===== config.mk =====
export PLATFORM = sky130hd
export DESIGN_NAME = mmcm_rst_ctrl
export DESIGN_NICKNAME = d
export VERILOG_FILES = /design/src/rtl/mmcm_rst_ctrl.sv
export SDC_FILE = /design/constraint.sdc
export NUM_CORES = 1
export LEC_CHECK = 0
export ABC_AREA = 1
export BUFFER_PORTS_ARGS = -buffer_cell sky130_fd_sc_hd__buf_2
export CAP_MARGIN = 5
export CELL_PAD_IN_SITES_DETAIL_PLACEMENT = 1
export CELL_PAD_IN_SITES_GLOBAL_PLACEMENT = 1
export CORE_MARGIN = 3
export CORE_UTILIZATION = 44
export DETAILED_ROUTE_END_ITERATION = 6
export PLACE_DENSITY = 0.88
export SETUP_SLACK_MARGIN = 0.5
export SLEW_MARGIN = 10
export SYNTH_ARGS = -nofsm -noshare
export SYNTH_HDL_FRONTEND = slang
export SYNTH_SLANG_ARGS = --single-unit

===== constraint.sdc =====
create_clock -name clk_i -period 2.45 [get_ports clk_i]
set_input_delay 0.1225 -clock clk_i [delete_from_list [all_inputs] [get_ports clk_i]]
set_output_delay 0.1225 -clock clk_i [all_outputs]
set_load 0.02 [all_outputs]

===== src/rtl/mmcm_rst_ctrl.sv =====
// Reset/lock sequencer for an MMCM: issues a minimum-width reset pulse, retries on
// lock timeout, and qualifies lock over a stability window before raising ready.
module mmcm_rst_ctrl #(
    parameter int RST_PULSE_CYCLES    = 16,
    parameter int LOCK_TIMEOUT_CYCLES = 65536,
    parameter int STABLE_CYCLES       = 1024,
    parameter int SYNC_STAGES         = 2
) (
    input  logic       clk_i,
    input  logic       arstn_i,
    input  logic       locked_i,
    output logic       mmcm_rst_o,
    output logic       ready_o,
    output logic       lock_lost_o,
    output logic [7:0] retry_cnt_o
);

    localparam int MAX_AB = (RST_PULSE_CYCLES > LOCK_TIMEOUT_CYCLES) ? RST_PULSE_CYCLES
                                                                     : LOCK_TIMEOUT_CYCLES;
    localparam int MAX_C  = (MAX_AB > STABLE_CYCLES) ? MAX_AB : STABLE_CYCLES;
    localparam int CNT_W  = $clog2(MAX_C + 1);

    localparam logic [CNT_W-1:0] RST_LAST    = CNT_W'(RST_PULSE_CYCLES - 1);
    localparam logic [CNT_W-1:0] LOCK_LAST   = CNT_W'(LOCK_TIMEOUT_CYCLES - 1);
    localparam logic [CNT_W-1:0] STABLE_LAST = CNT_W'(STABLE_CYCLES - 1);

    typedef enum logic [1:0] {
        S_ASSERT = 2'd0,
        S_WAIT   = 2'd1,
        S_STABLE = 2'd2,
        S_RUN    = 2'd3
    } state_t;

    state_t                 state;
    logic [CNT_W-1:0]       cnt;
    logic [SYNC_STAGES-1:0] sync_q;
    logic                   locked_s;

    // locked_i is asynchronous to clk_i; only the last synchronizer stage is trusted.
    always_ff @(posedge clk_i or negedge arstn_i) begin
        if (!arstn_i) begin
            sync_q <= '0;
        end else begin
            sync_q <= {sync_q[SYNC_STAGES-2:0], locked_i};
        end
    end

    assign locked_s = sync_q[SYNC_STAGES-1];

    // Outputs are assigned alongside the transition so they change on the same edge.
    always_ff @(posedge clk_i or negedge arstn_i) begin
        if (!arstn_i) begin
            state       <= S_ASSERT;
            cnt         <= '0;
            mmcm_rst_o  <= 1'b1;
            ready_o     <= 1'b0;
            lock_lost_o <= 1'b0;
            retry_cnt_o <= 8'd0;
        end else begin
            lock_lost_o <= 1'b0;
            case (state)
                S_ASSERT: begin
                    if (cnt == RST_LAST) begin
                        state      <= S_WAIT;
                        cnt        <= '0;
                        mmcm_rst_o <= 1'b0;
                    end else begin
                        cnt <= cnt + 1'b1;
                    end
                end
                S_WAIT: begin
                    if (locked_s) begin
                        state <= S_STABLE;
                        cnt   <= '0;
                    end else if (cnt == LOCK_LAST) begin
                        state      <= S_ASSERT;
                        cnt        <= '0;
                        mmcm_rst_o <= 1'b1;
                        if (retry_cnt_o != 8'hFF) begin
                            retry_cnt_o <= retry_cnt_o + 8'd1;
                        end
                    end else begin
                        cnt <= cnt + 1'b1;
                    end
                end
                S_STABLE: begin
                    // A dropout here only restarts the lock wait; the MMCM is not reset again.
                    if (!locked_s) begin
                        state <= S_WAIT;
                        cnt   <= '0;
                    end else if (cnt == STABLE_LAST) begin
                        state   <= S_RUN;
                        cnt     <= '0;
                        ready_o <= 1'b1;
                    end else begin
                        cnt <= cnt + 1'b1;
                    end
                end
                S_RUN: begin
                    if (!locked_s) begin
                        state       <= S_ASSERT;
                        cnt         <= '0;
                        mmcm_rst_o  <= 1'b1;
                        ready_o     <= 1'b0;
                        lock_lost_o <= 1'b1;
                    end
                end
                default: begin
                    state      <= S_ASSERT;
                    cnt        <= '0;
                    mmcm_rst_o <= 1'b1;
                    ready_o    <= 1'b0;
                end
            endcase
        end
    end

endmodule


==> run summary <==
- **post-synthesis cell type count** 28
- **largest buffer count on any clock path** 2
- **nets in the synthesized netlist** 259
- **Core Region** 4115 sq um
- **Avg Synthesized Cell Area** 7.781 sq um
- **Critical path buffers and inverters** 2
- **cell type contributing the most total cell area after synthesis** sky130_fd_sc_hd__dfrtp_1
- **final hold violations** 0
- **Final TNS setup** 0 ns
- **Max Freq** 458.9 MHz
- **horizontal extent of the die** 72.09 microns
- **routed metal-1 wire length** 2.654 mm
- **fraction of synthesized cell area taken by the top area cell type** 0.4036
- **TritonRoute pass-1 iters** 4
- **leakage component of the power** 1.181 nW
- **via count of the first global-routing pass** 1940
- **vias per cell** 5.627
- **average routed wire per standard cell** 19.53 microns
- **ratio of cells with drive above 1 in the final layout** 0.2500
- **remaining routing DRC violations** 0
- **worst min-delay path class** flop to flop
- **number of antenna cells inserted** 0
- **Switch Pwr** 0.0007972 W
- **first-pass GRT wire length** 9.508 mm
- **arrival time at the worst endpoint** 2.37 ns
- **slew at the pin with the worst max-slew slack** 0.7589 ns
- **sequential cell area fraction in the yosys report** 0.4173
- **crit path kind** flop to flop
- **initial antenna violation count** 0
- **count of port buffers added during placement** 13
- **cell breakdown of the critical path** ha_4, nand2_4, nor3_4, nand3_2, inv_2, ha_4, inv_2, nor3_4, o21ai_4, nor2_4, xor2_1
- **clock-pin slew on the worst setup and hold paths** 0.07 ns
- **maximum level of the CTS H-tree** 2
- **number of maximum-capacitance constraint violations** 0
- **clock latency of the later-clocked register in the worst-skew pair** 0.29 ns
- **Worst path depth** 11
- **top layer used by detailed routing** met4
- **TritonCTS clock tree** built
- **outcome** finished clean
- **total wire length after detailed routing** 6.446 mm
- **depth of the most critical reg-to-reg path** 11
- **setup repair after global routing missed its margin** yes
- **Internal Dissipation** 0.001110 W
- **count of warnings emitted by yosys** 0
- **vias** 1857
- **die height** 72.09 microns
- **portion of total power attributed to the clock network** 0.230
- **met3 WL post-DR** 253 microns
- **Final setup violation count** 0
- **Final nets** 291
- **full die area** 5197 sq um
- **maximum fanout encountered on the critical timing path** 8
- **overflow left after global routing** 0
- **Worst path top cell family by delay** simple AND/OR/NAND/NOR gates
- **routability cong.** 0.8247
- **synthesized netlist cell count** 247
- **flop and latch count out of synthesis** 32
- **synth top area cells** sky130_fd_sc_hd__dfrtp_1 40%, sky130_fd_sc_hd__nand2_1 11%, sky130_fd_sc_hd__inv_1 6.8%
- **category of the worst setup path capture point** flop
- **initial detailed-routing violation count** 120
- **Synth-to-Final Area Change** 25.26%
- **startpoint kind of the worst setup timing path** flop
- **Switching Share** 0.4180
- **filler instances** 501
- **register share of total power** 0.355
- **Worst Hold Path Cells** 0
- **HPWL Detailed** 3.552 mm
- **power share of the combinational group** 0.415
- **Tot GR Track Use** 0.2381
- **clock root buffer master** sky130_fd_sc_hd__clkbuf_8
- **total power divided by cell area** 792.2 nW/um^2
- **Worst IR Drop VDD** 0.3743 mV
- **initial cell density of the core** 0.4670
- **routed length on met2** 3.321 mm
- **pin count of the biggest net entering global routing** 33
- **Slew Limit Fails** 0
- **standard-cell row count** 23
- **I/O pin cnt** 14
- **number of nets with antenna violations after routing** 0
- **Crit-path slowest cell** sky130_fd_sc_hd__dfrtp_1
- **total clock buffers created by CTS** 5
- **post-route minimum period** 2.179 ns
- **period utilisation layout** 0.8893
- **total design power** 0.001907 W
- **Req. time, crit path** 2.64 ns
- **setup clock skew after layout** 0.005725 ns
- **Netlist Area Pre-Place** 1922 sq um
- **headroom to the max-slew limit** 0.4940
- **CTS Sinks** 32
- **CP peak stage delay** 0.43 ns
cells in the final DEF (no fill, tap or decap), types with 3 or more instances in the layout:
cell	instances
sky130_fd_sc_hd__buf_2	13
sky130_fd_sc_hd__nand3_2	3
sky130_fd_sc_hd__nand4_1	4
sky130_fd_sc_hd__nor2_4	3
sky130_fd_sc_hd__inv_1	33
sky130_fd_sc_hd__ha_1	7
sky130_fd_sc_hd__nor2_2	3
sky130_fd_sc_hd__nor2_1	23
sky130_fd_sc_hd__a21oi_1	14
sky130_fd_sc_hd__clkbuf_8	6
sky130_fd_sc_hd__dfrtp_1	29
sky130_fd_sc_hd__o21ai_0	6
sky130_fd_sc_hd__nand2_2	6
sky130_fd_sc_hd__nand3_1	16
sky130_fd_sc_hd__xnor2_1	4
sky130_fd_sc_hd__nor3_4	3
sky130_fd_sc_hd__xor2_1	10
sky130_fd_sc_hd__buf_4	13
sky130_fd_sc_hd__nand2_1	53
area by class of cell:
cell class | count | area [sq um] | area share
Clock buffer | 7 | 86.33 | 0.03586
Inverter | 36 | 138.9 | 0.05769
Sequential cell | 32 | 804.5 | 0.3342
Clock inverter | 1 | 7.507 | 0.003119
Tap cell | 50 | 62.56 | 0.02599
Timing Repair Buffer | 28 | 182.7 | 0.07588
Multi-Input combinational cell | 176 | 1125 | 0.4673
logic make-up (layout without fill, tap and decap cells):
| logic type | after synthesis | after routing | share of synthesized area |
|---|---|---|---|
| simple gates | 123 | 123 | 0.2852 |
| buf+inv | 39 | 72 | 0.08008 |
| compound gates | 28 | 28 | 0.08334 |
| xor+xnor | 14 | 14 | 0.06380 |
| mux | 2 | 2 | 0.01172 |
| flops | 32 | 32 | 0.4173 |
| fa+ha+maj | 9 | 9 | 0.05859 |
synthesized netlist by cell type, drive strengths merged:
cell,n
inv,35
o21ai,8
a31o,1
dfstp,1
xnor2,4
nand3,21
clkinv,1
nand4,4
o31ai,1
buf,1
a211oi,1
o21bai,3
nand2,61
clkbuf,2
a21oi,14
nand3b,1
xor2,10
nor2,29
ha,9
dfrtp,31
mux2,2
nor3,7
flip-flops by register name, indices dropped and copies added, names as in the netlist:
| signal | flops |
|---|---|
| retry_cnt_o | 8 |
| ready_o | 1 |
| state | 2 |
| mmcm_rst_o | 1 |
| sync_q | 2 |
| lock_lost_o | 1 |
| cnt | 17 |
through the flow:
step | instances | utilization | hold WS, ns | area (sq um) | worst slack [ns]
global route | 330 | 0.5850 | 0.4134 | 2407 | 0.1588
detailed placement | 308 | 0.4965 | 0.2187 | 2043 | 0.1911
finish | 330 | 0.5850 | 0.4016 | 2407 | 0.2711
global placement | 308 | 0.4965 | 0.2206 | 2043 | 0.3959
CTS | 324 | 0.5461 | 0.3651 | 2247 | 0.3894
floorplan | 247 | - | -0.1731 | 1927 | 0.5245
power by group through the flow:
stage          Clock, W  Sequential, W  Combinational [W]
6_report       0.000439       0.000677           0.000791
3_3_place_gp          0       0.000656           0.000525
3_5_place_dp          0       0.000665           0.000553
2_1_floorplan         0       0.000660           0.000416
5_1_grt        0.000469       0.000681           0.000859
4_1_cts        0.000431       0.000654           0.000627
layer usage:
metal	track usage	vias to the layer above
met1	0.2852	933
met2	0.4247	57
met4	0.06889	0
li1	-	845
met5	0	-
met3	0.05263	22
path summary, 6_finish.rpt:
check	slack, ns	endpoint	startpoint
worst max-delay path	0.27	retry_cnt_o[4]$_DFFE_PN0P_	cnt[0]$_DFFE_PN0N_
worst min-delay path	0.40	sync_q[1]$_DFF_PN0_	sync_q[0]$_DFF_PN0_
worst max register to register	0.27	retry_cnt_o[4]$_DFFE_PN0P_	cnt[0]$_DFFE_PN0N_
worst min register to register	0.40	sync_q[1]$_DFF_PN0_	sync_q[0]$_DFF_PN0_
max in group asynchronous	1.48	cnt[3]$_DFFE_PN0N_	arstn_i
min in group asynchronous	0.44	lock_lost_o$_DFF_PN0_	arstn_i
what timing repair did:
item,in CTS,in global routing
setup endpoints to repair,20,28
pin swaps,4,6
endpoints found under the hold margin,32,0
gates resized for setup,11,25
hold buffers,2,0
setup buffers,6,6
Power figures use the tool's default switching activity.
